### src/rtl/usb_fe_rx.sv
// USB 2.0 Full-Speed device receive front end: line synchronizer, bit clock
// recovery, NRZI decode, bit unstuffing, SYNC/EOP detection and bus reset.
module usb_fe_rx #(
   parameter int CLK_PER_BIT  = 4,
   parameter int SYNC_STAGES  = 2,
   parameter int RESET_CYCLES = 120
) (
   input  logic       clk,
   input  logic       rst,
   input  logic       dp,
   input  logic       dn,
   input  logic       rx_en,
   output logic [1:0] line_state,
   output logic       rx_active,
   output logic [7:0] rx_data,
   output logic       rx_valid,
   output logic       rx_eop,
   output logic       rx_err,
   output logic       bus_reset
);

   localparam int PW = (CLK_PER_BIT > 2) ? $clog2(CLK_PER_BIT) : 1;
   localparam int RW = $clog2(RESET_CYCLES + 1);
   localparam logic [PW-1:0] PH_LAST = PW'(CLK_PER_BIT - 1);
   localparam logic [PW-1:0] PH_SAMP = PW'(CLK_PER_BIT / 2 - 1);
   localparam logic [1:0] LS_SE0 = 2'b00;
   localparam logic [1:0] LS_J   = 2'b01;
   localparam logic [1:0] LS_K   = 2'b10;
   localparam logic [1:0] LS_SE1 = 2'b11;
   localparam logic [7:0] SYNC_PAT = 8'hAB; // K J K J K J K K, oldest in MSB, K = 1

   typedef enum logic [1:0] {IDLE, SYNC, DATA, EOP} state_t;

   state_t                 state_q, state_d;
   logic [SYNC_STAGES-1:0] dp_sync_q, dp_sync_d, dn_sync_q, dn_sync_d;
   logic [SYNC_STAGES:0]   dp_shift, dn_shift;
   logic [1:0]             line_prev_q, line_prev_d;
   logic [1:0]             prev_samp_q, prev_samp_d;
   logic [PW-1:0]          phase_q, phase_d;
   logic [7:0]             hist_q, hist_d;
   logic [2:0]             ones_q, ones_d;
   logic [2:0]             bitcnt_q, bitcnt_d;
   logic [7:0]             byte_q, byte_d;
   logic [7:0]             rx_data_q, rx_data_d;
   logic                   rx_active_q, rx_active_d;
   logic                   rx_valid_q, rx_valid_d;
   logic                   rx_eop_q, rx_eop_d;
   logic                   rx_err_q, rx_err_d;
   logic [RW-1:0]          se0_cnt_q, se0_cnt_d;
   logic                   change, samp, bit_one, is_jk;

   assign dp_shift   = {dp_sync_q, dp};
   assign dn_shift   = {dn_sync_q, dn};
   assign line_state = {dn_sync_q[SYNC_STAGES-1], dp_sync_q[SYNC_STAGES-1]};
   assign rx_active  = rx_active_q;
   assign rx_data    = rx_data_q;
   assign rx_valid   = rx_valid_q;
   assign rx_eop     = rx_eop_q;
   assign rx_err     = rx_err_q;
   assign bus_reset  = (se0_cnt_q == RW'(RESET_CYCLES));

   always_comb begin
      dp_sync_d   = dp_shift[SYNC_STAGES-1:0];
      dn_sync_d   = dn_shift[SYNC_STAGES-1:0];
      line_prev_d = line_state;
      change      = (line_state != line_prev_q);
      phase_d     = (change || phase_q == PH_LAST) ? '0 : phase_q + PW'(1);
      samp        = (phase_q == PH_SAMP) && !change;
      bit_one     = (line_state == prev_samp_q);
      is_jk       = (line_state == LS_J) || (line_state == LS_K);

      state_d     = state_q;
      prev_samp_d = prev_samp_q;
      hist_d      = hist_q;
      ones_d      = ones_q;
      bitcnt_d    = bitcnt_q;
      byte_d      = byte_q;
      rx_data_d   = rx_data_q;
      rx_valid_d  = 1'b0;
      rx_eop_d    = 1'b0;
      rx_err_d    = 1'b0;

      if (line_state != LS_SE0) se0_cnt_d = '0;
      else if (se0_cnt_q == RW'(RESET_CYCLES)) se0_cnt_d = se0_cnt_q;
      else se0_cnt_d = se0_cnt_q + RW'(1);

      if (!rx_en) begin
         state_d = IDLE;
         hist_d  = '0;
      end else if (samp) begin
         unique case (state_q)
            IDLE, SYNC: begin
               if (is_jk) begin
                  hist_d      = {hist_q[6:0], line_state == LS_K};
                  prev_samp_d = line_state;
                  if (state_q == SYNC && hist_d == SYNC_PAT) begin
                     state_d  = DATA;
                     ones_d   = 3'd1;
                     bitcnt_d = '0;
                     hist_d   = '0;
                  end else if (state_q == IDLE && line_state == LS_K) begin
                     state_d = SYNC;
                  end
               end else begin
                  hist_d  = '0;
                  state_d = IDLE;
               end
            end
            DATA: begin
               if (line_state == LS_SE1) begin
                  rx_err_d = 1'b1;
                  state_d  = IDLE;
               end else if (line_state == LS_SE0) begin
                  if (bitcnt_q != '0) begin
                     rx_err_d = 1'b1;
                     state_d  = IDLE;
                  end else begin
                     state_d = EOP;
                  end
               end else begin
                  prev_samp_d = line_state;
                  if (ones_q == 3'd6) begin
                     // stuffed bit: must be a 0 and never reaches the byte register
                     if (bit_one) begin
                        rx_err_d = 1'b1;
                        state_d  = IDLE;
                     end else begin
                        ones_d = '0;
                     end
                  end else begin
                     ones_d = bit_one ? ones_q + 3'd1 : '0;
                     byte_d = {bit_one, byte_q[7:1]};
                     if (bitcnt_q == 3'd7) begin
                        rx_data_d  = byte_d;
                        rx_valid_d = 1'b1;
                        bitcnt_d   = '0;
                     end else begin
                        bitcnt_d = bitcnt_q + 3'd1;
                     end
                  end
               end
            end
            EOP: begin
               if (line_state == LS_J) begin
                  rx_eop_d = 1'b1;
                  state_d  = IDLE;
               end else if (line_state != LS_SE0) begin
                  rx_err_d = 1'b1;
                  state_d  = IDLE;
               end
            end
            default: state_d = IDLE;
         endcase
      end

      if (state_d == IDLE) prev_samp_d = LS_J;
      rx_active_d = (state_d == DATA) || (state_d == EOP);
   end

   always_ff @(posedge clk) begin
      if (rst) begin
         state_q     <= IDLE;
         dp_sync_q   <= '1;
         dn_sync_q   <= '0;
         line_prev_q <= LS_J;
         prev_samp_q <= LS_J;
         phase_q     <= '0;
         hist_q      <= '0;
         ones_q      <= '0;
         bitcnt_q    <= '0;
         byte_q      <= '0;
         rx_data_q   <= '0;
         rx_active_q <= 1'b0;
         rx_valid_q  <= 1'b0;
         rx_eop_q    <= 1'b0;
         rx_err_q    <= 1'b0;
         se0_cnt_q   <= '0;
      end else begin
         state_q     <= state_d;
         dp_sync_q   <= dp_sync_d;
         dn_sync_q   <= dn_sync_d;
         line_prev_q <= line_prev_d;
         prev_samp_q <= prev_samp_d;
         phase_q     <= phase_d;
         hist_q      <= hist_d;
         ones_q      <= ones_d;
         bitcnt_q    <= bitcnt_d;
         byte_q      <= byte_d;
         rx_data_q   <= rx_data_d;
         rx_active_q <= rx_active_d;
         rx_valid_q  <= rx_valid_d;
         rx_eop_q    <= rx_eop_d;
         rx_err_q    <= rx_err_d;
         se0_cnt_q   <= se0_cnt_d;
      end
   end

endmodule

### config.mk
export PLATFORM = sky130hd
export DESIGN_NAME = usb_fe_rx
export DESIGN_NICKNAME = d
export VERILOG_FILES = /design/src/rtl/usb_fe_rx.sv
export SDC_FILE = /design/constraint.sdc
export NUM_CORES = 1
export LEC_CHECK = 0
export CAP_MARGIN = 10
export CELL_PAD_IN_SITES_DETAIL_PLACEMENT = 1
export CELL_PAD_IN_SITES_GLOBAL_PLACEMENT = 1
export CORE_MARGIN = 1.5
export CORE_UTILIZATION = 47
export DETAILED_ROUTE_END_ITERATION = 8
export PLACE_DENSITY = 0.83
export SLEW_MARGIN = 15
export SYNTH_ARGS = -nofsm -noshare
export SYNTH_HDL_FRONTEND = slang
export SYNTH_SLANG_ARGS = --single-unit
### constraint.sdc
create_clock -name clk -period 3.5 [get_ports clk]
set_input_delay 0.525 -clock clk [delete_from_list [all_inputs] [get_ports clk]]
set_output_delay 0.525 -clock clk [all_outputs]
set_load 0.05 [all_outputs]
Word-level counts from Yosys, hierarchy flattened --
Index checks and enable logic that the tools add are counted.
Storage, ports and cells: bits in registers 52, logic and storage cells 120, bits of input ports 5, output and inout bits 15
Cells by class: add/sub/neg operators 4, bitwise operators 7, reductions and logical operators 27, equal/unequal tests 22, mux-type cells 44
Operator list (count):
- two-way mux 3 bit | 13
- two-way mux 2 bit | 15
- AND reduction 8 bit | 2
- equality test 2 bit, second input constant | 7
- two-way mux 7 bit | 2
- case mux 3 bit (2 select lines) | 2
- AND reduction 6 bit | 2
- != test 2 bit, second input constant | 5
- OR reduction 2 bit | 5
- two-way mux 1 bit | 9
- equality test 8 bit, second input constant | 1
- adder 7 x 1 -> 7 bit, second input constant | 1
- equality test 7 bit, second input constant | 1
- inverter 1 bit | 7
- AND reduction 7 bit | 1
- OR reduction 7 bit | 1
- adder 3 x 1 -> 3 bit, second input constant | 2
- equality test 2 x 1 -> 1 bit, second input constant | 3
- equality test 3 bit, second input constant | 2
- zero test 2 bit | 3
- case mux 2 bit (3 select lines) | 1
- case mux 2 bit (2 select lines) | 1
- nonzero test 2 bit | 2
- OR reduction 4 bit | 1
- 11 further kinds | 15

Depth between registers and ports, before layout --
Gate-level depths: netlist of run 1.
word-level depth 10, depth in mapped cells 9, mapped depth without buffers 7

Least setup slack after synthesis of run 1 --
OpenSTA, ideal clock, no wires.
path type register -> output, start point reg se0_cnt_q[0], end point out bus_reset, required time 2.975 ns, slack 1.129 ns, cell stages (with the launch flop) 5, buffers on the path 0, data arrival time 1.846 ns, cells stage by stage dfxtp_1 inv_1 ha_1 nand2_1 nor3_1
On the way: word-level cells in the longest chain between the ends 1
Ends and longest elaborated chain:
- start: declaration | line 49 | logic [RW-1:0] se0_cnt_q, se0_cnt_d;
- start signal: assignment | line 194 | se0_cnt_q <= se0_cnt_d;
- equality test 7 bit | line 60 | assign bus_reset = (se0_cnt_q == RW'(RESET_CYCLES));
- end: declaration | line 19 | output logic bus_reset
Every way passes these cells.

Worst setup path in the final report of run 1 --
Same ends and word-level chain as after synthesis.

==> results of run 1 <==
## through the flow
step           instance area, um^2  cells  util [%]
2_1_floorplan                 2310    256         -
3_3_place_gp                  2510    330      53.2
3_5_place_dp                  2510    330      53.2
4_1_cts                       2610    338      55.2
5_1_grt                       2610    338      55.2
6_report                      2610    338      55.2
## final cells by class
type | count | area [um^2] | share of cell area, %
clock buffer | 5 | 68.8 | 2.64
clock inverter | 3 | 22.5 | 0.864
inverter | 13 | 48.8 | 1.87
multi-input combinational | 179 | 1160 | 44.6
sequential | 51 | 1020 | 39.2
tap | 67 | 83.8 | 3.22
timing repair buffer | 20 | 198 | 7.59
## cells in the mapped netlist (all sizes together), types with 2 or more instances
cell,count,share of area (%)
o21ai,7,1.5
a21oi,13,2.8
a211oi,3,0.98
or3,2,0.54
nand3,12,2.6
and4,2,0.76
inv,13,2.1
xor2,2,0.76
nand2,24,3.9
or2,2,0.54
dfxtp,51,44
nor4,2,0.54
nor2,29,4.7
and3,6,1.6
xnor2,6,2.3
and2,3,0.81
nand4b,3,1.1
mux2i,9,3.9
buf,6,2.2
o21a,2,0.65
clkbuf,7,1.1
o31ai,4,1.3
nand4,2,0.54
nor3,9,2.2
a22oi,6,2.0
nand2b,3,0.81
nor2b,3,0.81
ha,13,7.0
## worst paths after layout
path | end | startpoint | cells past startpoint
worst max-delay path | bus_reset | se0_cnt_q[0] | 5
worst min-delay path | dp_sync_q[1] | dp_sync_q[0] | 1
worst max register to register | bitcnt_q[2] | dp_sync_q[1] | 6
worst min register to register | dp_sync_q[1] | dp_sync_q[0] | 1
## logic make-up (layout without fill, tap and decap cells)
family                     count (synthesis)  count (layout)  synth area share (%)
and+or+nand+nor                          105             105                  23.6
DFF                                       51              51                  44.2
AOI/OAI and AO/OA                         43              43                  12.4
buffers and inverters                     26              41                  5.42
adders and majority gates                 13              13                  7.04
muxes                                     10              10                  4.39
xor gates and xnor gates                   8               8                  3.03
## layer usage
metal | vias to the layer above | share of wire (%)
met3 | 7 | 2.4
met5 | - | 0
met4 | 0 | 1.2
met1 | 868 | 50
met2 | 23 | 47
li1 | 916 | -
## power by group through the flow
stage	Combinational, mW	Clock (mW)	Sequential [mW]
after floorplan	0.0466	0	0.602
after global placement	0.0593	0	0.603
after detailed placement	0.0619	0	0.604
after CTS	0.0627	0.365	0.590
after global routing	0.0688	0.384	0.591
final	0.0623	0.351	0.590
## critical path, cell delays in order (launching register included)
cell and delay [ps]:
dfxtp_1 330, inv_1 90, ha_1 150, nand2_1 50, nor3_1 440, clkdlybuf4s50_1 910
## flip-flops by register name (all words and copies together) (netlist names)
signal and flops:
line_prev_q 2, dn_sync_q 2, state_q 2, phase_q 2, hist_q 7, rx_eop 1
bitcnt_q 3, rx_valid 1, byte_q 7, se0_cnt_q 7, ones_q 3, rx_active 1
prev_samp_q 2, rx_err 1, rx_data 8, dp_sync_q 2
==> key figures, run 1 <==
Logic synthesis
  • Post-Syn Area per Cell: 9.02 um^2
  • Yosys Warn Count: 0
  • Post-synthesis cell type count: 44
  • Async SR Flop Fraction: 0%
  • Syn nets: ~270
  • Post-synth EDFFs: 0
  • Cell area after synthesis: 2310 um^2
  • Ys flop type: dfxtp_1
  • Synthesized flop and latch total: between 50 and 60
  • Mapped Cells: ~260
  • Post-synthesis sequential area ratio: around 44%

Clocking
  • Clk Tree Root Cell: clkbuf_8
  • CTS Buf Count: 5
  • CTS tree: done
  • Maximum clock insertion buffer count: 2
  • Worst-skew pair later-pin latency: 310 ps
  • H-tree Lvls: 2
  • CTS resizes: 0
  • Post-cts hold buffer count: 0
  • Clock transition at path regs: 100 ps
  • # Post-CTS Setup Buffers: 0
  • CTS Sinks: 51

Die
  • Core Footprint: about 4700 um^2
  • Die height: between 70 and 80 um
  • Rows: 25
  • Io pins: 20
  • Die X: approximately 73 um
  • Starting Density: ~49%
  • Die area: between 5000 and 6000 um^2

GRT
  • Routing usage on met1: about a quarter
  • First-pass GRT wire length: between 8000 and 9000 um
  • Gr usage total: around 20%
  • Top Usage Layer GRT: met2
  • Met2 Use GR: around a third
  • GR Util met3: between 4 and 5%
  • Largest net degree at the start of global routing: 27
  • Number of global-route vias before repair: around 1.8k
  • Initial antenna violation count: 0
  • Grt total ovfl: 0

Pwr
  • Switching power: 0.250 mW
  • Internal: around 0.75 mW
  • Reg power frac: between 50% and 60%
  • Worst IR drop on VDD: 0.193 mV
  • Power Density: between 300 and 400 nW/um^2
  • Clock network power share: a little over a third
  • Lkg Pwr: a little over 0.9 nW
  • Net switching fraction of the power: 24.9%
  • Comb pwr share: 6.2%
  • Total power draw: around 1.0 mW

Worst setup path
  • Crit path launch type: flip-flop
  • FF-to-FF setup slack: ~1200 ps
  • Nature of the critical path endpoint: output pin
  • Worst-path fanout max: 4
  • Req. time, crit path: 2970 ps
  • Crit path kind: reg -> out
  • Crit path arrival time: approximately 2300 ps

STA
  • Setup TNS: 0 ps
  • Final setup vio count: 0
  • Worst-margin pin slew: ~650 ps
  • Fin. Hold Viols: 0
  • Post-Route Skew: 6.27 ps
  • Slew margin rel.: ~57%
  • Fmax: ~360 MHz
  • Hold slack: between 400 and 500 ps
  • Max-slew violations: 0
  • Setup WS post-layout: approximately 700 ps
  • Fin crit period: ~2800 ps
  • Final period util: 80.0%
  • RSZ-0062 raised after global routing: no

Detailed routing
  • Wire length per cell: about 14 um
  • Initial DRC Count: 65
  • DRT Pass-1 Iters: 4
  • DRC violations left: 0
  • Number of routed nets with antenna violations: 0
  • Vias: around 1.8k
  • Routed vias/inst: between 5 and 6
  • Routed Wire Length: between 4000 and 5000 um

Final layout
  • Nets: between 200 and 300
  • Most frequent cells in the layout: dfxtp_1, nor2_1, nand2_1
  • Ant. Diodes: 0
  • # fillers: about 550
  • Share of layout cells above drive strength 1: ~6.3%
  • Commonest non-fill, non-tap cell in the layout: dfxtp_1
  • Area grow syn2layout: 12.8%

Placed design
  • Place WS: slightly above 1000 ps
  • RePlAce Congestion: between 0.7 and 0.8
  • Port buffer count: 19
  • HPWL after detailed placement: 3510 um

Flow run
  • Max-Cap Viols: 0

Hold path
  • Hold crit path type: reg -> reg

Outcome
  • Outcome: finished, final reports clean
(Power assumes the default switching activity.)
==> run 2: changes to the inputs <==
--- a/config.mk
+++ b/config.mk
@@ -9,9 +9,9 @@
 export CELL_PAD_IN_SITES_DETAIL_PLACEMENT = 1
 export CELL_PAD_IN_SITES_GLOBAL_PLACEMENT = 1
 export CORE_MARGIN = 1.5
-export CORE_UTILIZATION = 47
+export CORE_UTILIZATION = 43
 export DETAILED_ROUTE_END_ITERATION = 8
-export PLACE_DENSITY = 0.83
+export PLACE_DENSITY = 0.76
 export SLEW_MARGIN = 15
 export SYNTH_ARGS = -nofsm -noshare
 export SYNTH_HDL_FRONTEND = slang
==> constraint.sdc (replaced) <==
create_clock -name clk -period 2.59 [get_ports clk]
set_input_delay 0.3885 -clock clk [delete_from_list [all_inputs] [get_ports clk]]
set_output_delay 0.3885 -clock clk [all_outputs]
set_load 0.05 [all_outputs]
==> key figures, run 2 (synthesized netlist as in run 1, its figures left out) <==
Outcome
  • Outcome: finished, final reports clean

STA
  • RSZ-0062 raised after global routing: no
  • Hold slack: 413 ps (-7.59 ps)
  • Fin. Hold Viols: 0 (unchanged)
  • Post-Route Skew: 8.19 ps (+1.91 ps)
  • Setup TNS: 0 ps (unchanged)
  • Worst-margin pin slew: 587 ps (-61.3 ps)
  • Fin crit period: ~2200 ps
  • Final setup vio count: 0 (unchanged)
  • Fmax: between 400 and 500 MHz
  • Final period util: between 80% and 90%
  • Slew margin rel.: 60.8% (+4.0 points)
  • Max-slew violations: 0 (unchanged)

Final layout
  • Area grow syn2layout: 12.7% (about the same)
  • Commonest non-fill, non-tap cell in the layout: dfxtp_1
  • Max reg flops: 8 (unchanged)
  • Finished Layout Cells: 341 (+0.89%)
  • Nets: 290 (+0.69%)
  • Most frequent cells in the layout: dfxtp_1, nor2_1, nand2_1
  • Share of layout cells above drive strength 1: 6.27% (unchanged)
  • Ant. Diodes: 0 (unchanged)
  • Fin area: 2600 um^2 (about the same)

GRT
  • Initial antenna violation count: 0 (unchanged)
  • Number of global-route vias before repair: 1717 (-1.9%)
  • First-pass GRT wire length: 8180 um (+0.76%)
  • Grt total ovfl: 0 (unchanged)
  • Gr usage total: 17.7% (-1.9 points)
  • Largest net degree at the start of global routing: 27 (unchanged)

Placed design
  • DP Area: 2530 um^2 (+0.65%)
  • Inst Count DP: 335 (+1.5%)
  • Port buffer count: 19 (unchanged)
  • RePlAce Congestion: 0.851 (+6.6%)
  • HPWL after detailed placement: 3610 um (+2.7%)

Die
  • Rows: 26 (+4.0%)
  • Die height: 76.3 um (+4.4%)
  • Core Footprint: 5140 um^2 (+8.8%)
  • Io pins: 20 (unchanged)
  • Die area: 5820 um^2 (+8.9%)
  • Die X: 76.3 um (+4.4%)
  • Starting Density: 44.9% (-4.0 points)

Detailed routing
  • Initial DRC Count: 87 (+34%)
  • Routed Wire Length: 4900 um (+0.31%)
  • Number of routed nets with antenna violations: 0 (unchanged)
  • DRC violations left: 0 (unchanged)
  • Wire length per cell: 14.4 um (-0.58%)
  • Vias: 1817 (+0.17%)
  • Routed vias/inst: 5.33 (-0.72%)
  • DRT Pass-1 Iters: 4 (unchanged)

Hold path
  • Hold crit path type: reg -> reg
  • Hold EP: dp_sync_q[1]
  • Hold depth: 1 (unchanged)
  • Worst Hold Launch: dp_sync_q[0]

Clocking
  • CTS resizes: 0 (unchanged)
  • Worst-skew pair later-pin latency: 310 ps (about the same)
  • Post-cts hold buffer count: 0 (unchanged)
  • CTS Buf Count: 5 (unchanged)
  • CTS tree: done
  • CTS Sinks: 51 (unchanged)
  • Maximum clock insertion buffer count: 2 (unchanged)
  • Clk Tree Root Cell: clkbuf_8
  • H-tree Lvls: 2 (unchanged)
  • Clock transition at path regs: 90 ps (about the same)
  • # Post-CTS Setup Buffers: 0 (unchanged)

Worst setup path
  • Crit path kind: reg -> reg
  • Crit path arrival time: 2390 ps (+120 ps)
  • Crit path cell chain: inv_1 -> ha_1 -> o32ai_2 -> o2111ai_1 -> nor2_1 -> o31ai_1
  • RR Endpoint: bitcnt_q[1]
  • Reg-to-reg critical path startpoint: dp_sync_q[1]
  • Worst-path fanout max: 9 (+5)
  • Reg2Reg Depth: 6 (unchanged)
  • FF-to-FF setup slack: 390 ps (-810 ps)
  • Crit path launch type: flip-flop
  • Req. time, crit path: 2780 ps (-190 ps)
  • Slowest CP cell: dfxtp_1
  • Nature of the critical path endpoint: flip-flop
  • CP max stage delay: 490 ps (-420 ps)

Pwr
  • Worst IR drop on VDD: 0.292 mV (+51%)
  • Lkg Pwr: 0.914 nW (+0.13%)
  • Power Density: 502 nW/um^2 (+31%)

Flow run
  • Max-Cap Viols: 0 (unchanged)
run 2: worst max path at each step:
stage	start	end	slack, ps	cells after the start
finish	dp_sync_q[1]	bitcnt_q[1]	390	6
global route	dp_sync_q[1]	bitcnt_q[1]	180	6
CTS	dn_sync_q[1]	bitcnt_q[1]	370	6
detailed placement	dn_sync_q[1]	bitcnt_q[1]	390	6
global placement	dp_sync_q[1]	bitcnt_q[2]	480	6
floorplan	se0_cnt_q[0]	se0_cnt_q[1]	290	6
run 2: worst max-delay path: cells and delay by family, from the launching register on:
kind / cells / cell delay [ps]
adders and majority gates: 1 / 350
DFF: 1 / 490
and+or+nand+nor: 1 / 300
buffers and inverters: 1 / 140
AOI/OAI and AO/OA: 3 / 820
run 2: power breakdown:
group,total (mW),internal (mW),switching (mW),leakage (nW)
clock network,0.429,0.181,0.248,0.0371
registers,0.797,0.791,0.00631,0.412
logic,0.0823,0.0305,0.0518,0.465
run 2: through the flow:
step	power, mW	utilization (%)	setup slack, ps
after floorplan	0.877	-	294
after global placement	0.896	49.2	477
after detailed placement	0.899	49.2	391
after CTS	1.33	50.7	367
after global routing	1.37	50.7	184
final	1.31	50.7	389
run 2: layer usage:
layer	global-route usage [%]	part of all wire [%]	vias up
met5	0	0	-
met4	7.22	1.7	0
met3	3.59	2.5	8
met2	28.7	47	18
met1	22.9	49	875
li1	-	-	916
run 2: final cells by class:
cell class,instances,area (um^2)
Tap cell,70,87.6
Fill cell,636,2540
Multi-Input combinational cell,179,1160
Inverter,13,48.8
Sequential cell,51,1020
Timing Repair Buffer,22,210
Clock buffer,6,72.6
